`src/rtl/mem_arbiter.sv`:
```
// rtl/mem_arbiter.sv - fetch/data SRAM arbiter, data-priority, fixed-latency accesses; optional stall counter under ARB_STALL_CNT_EN
module mem_arbiter #(
   parameter int WAIT_CYCLES = 4
) (
   input  logic        clk,
   input  logic        rst,
   input  logic        if_req,
   input  logic [31:0] if_addr,
   output logic [31:0] if_rdata,
   output logic        if_ready,
   input  logic        mem_r_en,
   input  logic        mem_w_en,
   input  logic [31:0] mem_addr,
   input  logic [31:0] mem_wdata,
   output logic [31:0] mem_rdata,
   output logic        mem_ready,
   output logic        freeze,
   output logic        sram_en,
   output logic        sram_we,
   output logic [31:0] sram_addr,
   output logic [31:0] sram_wdata,
   input  logic [31:0] sram_rdata,
   output logic [31:0] stall_cycles
);

   typedef enum logic [1:0] {IDLE, IF_ACC, D_ACC, RESP} state_t;

   // Counter runs WAIT_CYCLES-1 down to 0, so an access holds the SRAM for WAIT_CYCLES cycles
   localparam logic [3:0] CNT_LOAD = 4'(WAIT_CYCLES - 1);

   state_t      state_q, state_d;
   logic [3:0]  cnt_q, cnt_d;
   logic [31:0] addr_q, addr_d;
   logic [31:0] wdata_q, wdata_d;
   logic        sram_en_q, sram_en_d;
   logic        sram_we_q, sram_we_d;
   logic        if_ready_q, if_ready_d;
   logic        mem_ready_q, mem_ready_d;
   logic [31:0] if_rdata_q, if_rdata_d;
   logic [31:0] mem_rdata_q, mem_rdata_d;

   logic        data_req;

   assign data_req = mem_r_en | mem_w_en;

   // Next-state: requests are only looked at in IDLE, data beats fetch, sram_we_q doubles as the latched write flag
   always_comb begin
      state_d     = state_q;
      cnt_d       = cnt_q;
      addr_d      = addr_q;
      wdata_d     = wdata_q;
      sram_en_d   = sram_en_q;
      sram_we_d   = sram_we_q;
      if_ready_d  = 1'b0;
      mem_ready_d = 1'b0;
      if_rdata_d  = if_rdata_q;
      mem_rdata_d = mem_rdata_q;
      case (state_q)
         IDLE: begin
            if (data_req) begin
               state_d   = D_ACC;
               addr_d    = mem_addr;
               wdata_d   = mem_wdata;
               cnt_d     = CNT_LOAD;
               sram_en_d = 1'b1;
               sram_we_d = mem_w_en;
            end else if (if_req) begin
               state_d   = IF_ACC;
               addr_d    = if_addr;
               wdata_d   = 32'h0;
               cnt_d     = CNT_LOAD;
               sram_en_d = 1'b1;
               sram_we_d = 1'b0;
            end
         end
         IF_ACC, D_ACC: begin
            if (cnt_q == 4'd0) begin
               if (state_q == IF_ACC) begin
                  if_rdata_d = sram_rdata;
                  if_ready_d = 1'b1;
               end else begin
                  if (!sram_we_q) begin
                     mem_rdata_d = sram_rdata;
                  end
                  mem_ready_d = 1'b1;
               end
               state_d   = RESP;
               sram_en_d = 1'b0;
               sram_we_d = 1'b0;
            end else begin
               cnt_d = cnt_q - 4'd1;
            end
         end
         RESP: begin
            state_d = IDLE;
         end
         default: begin
            state_d   = IDLE;
            sram_en_d = 1'b0;
            sram_we_d = 1'b0;
         end
      endcase
   end

   // State and registered outputs; reset kills an in-flight access at once
   always_ff @(posedge clk or posedge rst) begin
      if (rst) begin
         state_q     <= IDLE;
         cnt_q       <= 4'd0;
         addr_q      <= 32'h0;
         wdata_q     <= 32'h0;
         sram_en_q   <= 1'b0;
         sram_we_q   <= 1'b0;
         if_ready_q  <= 1'b0;
         mem_ready_q <= 1'b0;
         if_rdata_q  <= 32'h0;
         mem_rdata_q <= 32'h0;
      end else begin
         state_q     <= state_d;
         cnt_q       <= cnt_d;
         addr_q      <= addr_d;
         wdata_q     <= wdata_d;
         sram_en_q   <= sram_en_d;
         sram_we_q   <= sram_we_d;
         if_ready_q  <= if_ready_d;
         mem_ready_q <= mem_ready_d;
         if_rdata_q  <= if_rdata_d;
         mem_rdata_q <= mem_rdata_d;
      end
   end

   assign if_rdata   = if_rdata_q;
   assign if_ready   = if_ready_q;
   assign mem_rdata  = mem_rdata_q;
   assign mem_ready  = mem_ready_q;
   assign sram_en    = sram_en_q;
   assign sram_we    = sram_we_q;
   assign sram_addr  = addr_q;
   assign sram_wdata = wdata_q;

   // Stall is released in the same cycle the matching ready pulse appears
   assign freeze = (if_req & ~if_ready_q) | (data_req & ~mem_ready_q);

`ifdef ARB_STALL_CNT_EN
   logic [31:0] stall_q, stall_d;

   // Saturating count of frozen cycles
   always_comb begin
      stall_d = stall_q;
      if (freeze && (stall_q != 32'hFFFF_FFFF)) begin
         stall_d = stall_q + 32'd1;
      end
   end

   // Stall counter register
   always_ff @(posedge clk or posedge rst) begin
      if (rst) begin
         stall_q <= 32'h0;
      end else begin
         stall_q <= stall_d;
      end
   end

   assign stall_cycles = stall_q;
`else
   assign stall_cycles = 32'h0;
`endif

endmodule

```
`config.mk`:
```
export PLATFORM = sky130hd
export DESIGN_NAME = mem_arbiter
export DESIGN_NICKNAME = d
export VERILOG_FILES = /design/src/rtl/mem_arbiter.sv
export SDC_FILE = /design/constraint.sdc
export NUM_CORES = 1
export LEC_CHECK = 0
export BUFFER_PORTS_ARGS = -buffer_cell sky130_fd_sc_hd__buf_2
export CAP_MARGIN = 25
export CORE_MARGIN = 3
export CORE_UTILIZATION = 42
export DETAILED_ROUTE_END_ITERATION = 10
export GPL_TIMING_DRIVEN = 0
export PLACE_DENSITY = 0.77
export SLEW_MARGIN = 15
export SYNTH_ARGS = -nofsm -noshare
export SYNTH_HDL_FRONTEND = slang
export SYNTH_SLANG_ARGS = --single-unit
```
`constraint.sdc`:
```
create_clock -name clk -period 4.17 [get_ports clk]
set_input_delay 0.2085 -clock clk [delete_from_list [all_inputs] [get_ports clk]]
set_output_delay 0.2085 -clock clk [all_outputs]
set_load 0.05 [all_outputs]
```
After elaboration in Yosys (flattened, before gate mapping)

Cells that the tools add are included.

Register bits: 138
Input port bits: 133
Logic and storage cells: 61

Add/sub/neg operators: 1
Muxes and demuxes: 25
Bitwise gates (word level): 8
Reduce and logical (&&, ||, !) cells: 11
Equality and inequality tests: 6

Operator list:

| operator                                            | number |
|---|---|
| 2-to-1 mux 32 bit                                   | 4 |
| 2-to-1 mux 4 bit                                    | 3 |
| 2-to-1 mux 1 bit                                    | 11 |
| AND reduction 3 bit                                 | 3 |
| case mux 4 bit (2 select lines)                     | 1 |
| 2-to-1 mux 2 bit                                    | 3 |
| case mux 2 bit (3 select lines)                     | 1 |
| equality test 2 bit, second input constant          | 2 |
| logical NOT 4 bit                                   | 1 |
| inequality test 2 bit, second input constant        | 2 |
| inverter 1 bit                                      | 4 |
| case mux 1 bit (2 select lines)                     | 2 |
| AND reduction 2 bit                                 | 2 |
| AND reduction 4 bit                                 | 1 |
| nonzero test 2 bit                                  | 2 |
| subtractor 4 x 1 -> 4 bit, second input constant    | 1 |
| inequality test 3 bit, second input constant        | 1 |
| bitwise AND 1 bit                                   | 2 |
| equality test 2 x 1 -> 1 bit, second input constant | 1 |
| logical NOT 2 bit                                   | 1 |
| OR 1 bit                                            | 2 |
| OR reduction 2 bit                                  | 1 |

Longest topological paths before layout

Depth after elaboration: 4
Gate-level depth with buffers: 8
Depth with buffers taken out: 5

Least setup slack after synthesis

No wires, ideal clock.

Path type: reg2reg
From: register state_q[0]
To: register mem_rdata_q[0] (netlist: mem_rdata[0])
Slack: 2325 ps
Cell stages (with the launch flop): 8
Buffers on the path: 2
Required time: 4045 ps
Arrival time: 1720 ps
Clock period less this slack: 1845 ps
Cells stage by stage: dfrtp_1 -> inv_1 -> ha_1 -> nand4bb_1 -> or3_1 -> buf_6 -> buf_12 -> mux2_4

Word-level cells in the longest chain between the ends: 3
Elaborated cells between the ends (all ways): 5
Those cells by class: 2 x eq/ne; 1 x bitwise; 2 x reduce/logical

Ends and longest elaborated chain:

| element                                                             | RTL line | text |
|---|---|---|
| start, declared                                                     | 31       | `state_t state_q, state_d;` |
| start signal, assigned                                              | 119      | `state_q <= state_d;` |
| equality test 2 x 1 -> 1 bit or equality test 2 bit (tied branches) | 58, 78   |  |
| OR reduction 2 bit or inverter 1 bit (tied branches)                | n/a      |  |
| AND reduction 4 bit (no line) (*)                                   | n/a      |  |
| end signal, assigned                                                | 128      | `mem_rdata_q <= mem_rdata_d;` |
| end, declared                                                       | 40       | `logic [31:0] mem_rdata_q, mem_rdata_d;` |

Mark *: on every way between the ends. The rest lies on a longest branch, timed or not.
A chain may end at the register's enable or synchronous reset.

Worst setup path after layout

From: register state_q[1]
To: register state_q[0]

Word-level cells in the longest chain between the ends: 4
Elaborated cells between the ends (all ways): 9
Those cells by class: 5 x eq/ne; 1 x mux; 3 x reduce/logical

Ends and longest elaborated chain:

| element                                                             | RTL line | text |
|---|---|---|
| equality test 2 x 1 -> 1 bit or equality test 2 bit (tied branches) | 58       | `case (state_q)` |
| OR reduction 2 bit                                                  | 58       |  |
| inequality test 2 bit (no line)                                     | n/a      |  |
| AND reduction 2 bit (no line)                                       | n/a      |  |

Several ways; a longest one is shown, not always the timed one.

==> results.sh <==
export IMPL_share_seq_of_total_power=0.278
export IMPL_worst_slew_pin_slew_ns=0.662
export IMPL_synthCells=451
export IMPL_yosys_warnings=0
export IMPL_finalSetupViolCount=0
export IMPL_fin_nets=929
export IMPL_clk_path_buf_depth=2
export IMPL_status="finished, final reports clean"
export IMPL_max_cap_viol_count=0
export IMPL_crit_path_cell_trace="inv_1, ha_1, clkbuf_1, nor4b_2, a21oi_1, o2bb2a_1"
export IMPL_top_level_ports=298
export IMPL_cts_sinks=138
export IMPL_layout_common_cells="277 x buf_2, 138 x dfrtp_1, 35 x nand2_1"
export IMPL_grt_pass1_vias=4817
export IMPL_gp_congestion=0.801
export IMPL_stdcell_area_um2=8560
export IMPL_cp_required_ns=4.46
export IMPL_dieArea_um2=15800
export IMPL_rsz0062_at_grt="no"
export IMPL_firstDrtPassIters=5
export IMPL_internal_power_mw=4.22
export IMPL_path_class="reg -> reg"
export IMPL_synth_seq_area_share=0.575
export IMPL_holdBufCountCts=26
export IMPL_slew_limit_headroom=0.556
export IMPL_grt_max_degree=92
export IMPL_drt_drc_violations_left=0
export IMPL_dp_hpwl_um=12000
export IMPL_fp_coreArea_um2=13900
export IMPL_regToRegStartpoint="state_q[1]"
export IMPL_critPathTopFamily="simple AND/OR/NAND/NOR gates"
export IMPL_end_kind="register"
export IMPL_cp_num_buf_inv=2
export IMPL_power_frac_comb=0.541
export IMPL_fmax_ghz=0.480
export IMPL_cts_resized=0
export IMPL_slew_viol_final=0
export IMPL_total_power_mw=8.47
export IMPL_avgSynthCellArea_um2=13.3
export IMPL_layout_drive_gt1_share=0.519
export IMPL_cts_buffers=17
export IMPL_cp_arrival_ns=2.38
export IMPL_p_sw_frac=0.501
export IMPL_p_switching_mw=4.25
export IMPL_initialDrtViolationCount=151
export IMPL_clk_latency_ns=0.42
export IMPL_clock_power_share=0.181
export IMPL_antenna_found_initial=0
export IMPL_fin_crit_sh=0.500
export IMPL_fin_crit_ns=2.08
export IMPL_routedWlPerCell_um=16.7
export IMPL_io_buffers=263
export IMPL_place_area_um2=7700
export IMPL_yosys_register_bits=138
export IMPL_finalHoldViolations=0
export IMPL_worst_path_max_delay_cell="nor4b_2"
export IMPL_ctsRootBufferMaster="clkbuf_16"
export IMPL_synthDistinctLibCells=43
export IMPL_via_per_inst=4.77
export IMPL_grt_usage=0.209
export IMPL_num_vias=4691
export IMPL_cp_max_fo=8
export IMPL_nFillCells=1113
export IMPL_hold_class="in -> reg"
export IMPL_post_cts_setup_buffers=0
export IMPL_fin_skew_ns=0.00817
export IMPL_worst_setup_path_start_kind="register"
export IMPL_cp_startpoint="state_q[1]"
export IMPL_drt_wl_total_um=16400
export IMPL_critPathMaxStageDelay_ns=0.57
export IMPL_h_tree_depth=4
export IMPL_clk_pin_slew_ns=0.06
export IMPL_seq_area_um2=3450
export IMPL_ant_nets=0
export IMPL_grt_ovfl_total=0
export IMPL_die_w_um=126
export IMPL_p_leak_nw=4.48
export IMPL_multi_input_area_um2=2210
export IMPL_hp_start="mem_wdata[20]"
export IMPL_fp_row_count=43
export IMPL_grt_first_pass_wirelength_um=25700
export IMPL_die_h_um=126
export IMPL_antennaDiodeCount=0
export IMPL_initial_core_util=0.431
export IMPL_syn_cell_area_um2=6000
export IMPL_areaGrowthSynthToFinish_pct=42.6
export IMPL_cts_tree="yes"
export IMPL_powerDensity_nw_per_um2=990
export IMPL_final_common_cell="buf_2"
export IMPL_ir_drop_mv=0.567
cell usage after synthesis (all sizes together):
master / instances / share of area
o211ai: 1 / 0.0013
nor4b: 1 / 0.0025
dfrtp: 138 / 0.58
conb: 1 / 0.00062
nor4: 1 / 0.0010
a22o: 32 / 0.047
mux2i: 33 / 0.055
a21oi: 3 / 0.0025
mux2: 64 / 0.14
a32o: 1 / 0.0017
or2: 2 / 0.0021
buf: 50 / 0.064
nor2: 3 / 0.0023
o22a: 1 / 0.0015
clkbuf: 11 / 0.0069
a31oi: 1 / 0.0010
or4b: 1 / 0.0017
o31a: 1 / 0.0017
o2bb2a: 1 / 0.0017
o22ai: 3 / 0.0031
nand2: 35 / 0.022
or3b: 1 / 0.0015
a311oi: 2 / 0.0029
nand4bb: 1 / 0.0019
or3: 1 / 0.0010
ha: 5 / 0.010
o31ai: 2 / 0.0033
nor3b: 2 / 0.0025
o21ai: 36 / 0.030
or4: 2 / 0.0027
a22oi: 1 / 0.0013
nor2b: 1 / 0.0010
inv: 10 / 0.0063
nor3: 3 / 0.0025
metal layers:
layer	global-route usage	routed length, um	vias up
met5	0	0	-
li1	-	-	2212
met1	0.246	6450	2218
met4	0.0989	576	0
met2	0.357	8180	223
met3	0.0572	1240	38
worst paths after layout:
path / depth (start not counted) / slack, ns / end
hold reg to reg: 2 / 0.47 / sram_addr[2]
min in group asynchronous: 3 / 0.33 / mem_rdata[3]
max in group asynchronous: 4 / 3.10 / sram_addr[29]
hold / removal: 2 / 0.02 / sram_wdata[20]
setup / recovery: 6 / 2.09 / state_q[0]
setup reg to reg: 6 / 2.09 / state_q[0]
power groups by stage:
| stage | Sequential [mW] | Clock [mW] | Combinational [mW] |
|---|---|---|---|
| after floorplan | 4.54 | 0 | 1.28 |
| after global placement | 2.34 | 0 | 4.52 |
| after detailed placement | 2.35 | 0 | 4.60 |
| after CTS | 2.35 | 1.57 | 4.61 |
| after global routing | 2.44 | 1.63 | 4.80 |
| final | 2.36 | 1.53 | 4.59 |
logic make-up after synthesis:
family                     synth area share
adders and majority gates            0.0104
and+or+nand+nor                      0.0446
buffers and inverters                0.0767
muxes                                 0.194
AOI/OAI and AO/OA                    0.0986
other                              0.000625
DFF                                   0.575
worst register-to-register path: stages, from the launching register on:
cell,delay (ns)
dfrtp_1,0.38
inv_1,0.10
ha_1,0.14
clkbuf_1,0.31
nor4b_2,0.57
a21oi_1,0.14
o2bb2a_1,0.32
flip-flops by register name, indices dropped and copies added (netlist names):
| signal | cells |
|---|---|
| mem_ready | 1 |
| sram_addr | 32 |
| sram_en | 1 |
| if_rdata | 32 |
| sram_we | 1 |
| mem_rdata | 32 |
| sram_wdata | 32 |
| cnt_q | 4 |
| state_q | 2 |
| if_ready | 1 |
cell type report:
cell class | instances | area share
Inverter | 10 | 0.00526
Clock inverter | 13 | 0.0191
Buffer | 61 | 0.0494
Clock buffer | 19 | 0.0517
Multi-Input combinational cell | 273 | 0.258
Sequential cell | 138 | 0.403
Tap cell | 180 | 0.0263
Timing Repair Buffer | 290 | 0.187
through the flow:
step                      hold WS (ns)  cells  setup WS [ns]   util  setup TNS (ns)
after floorplan                  0.341    482          0.265      -               0
after global placement           0.425    925          -1.29  0.550         -176.55
after detailed placement         0.225    926           2.08  0.552               0
after CTS                     0.000362    984           2.07  0.615               0
after global routing           0.00500    984           1.80  0.615               0
final                           0.0162    984           2.09  0.615               0
Note: power is estimated with default switching activity, not from simulation.
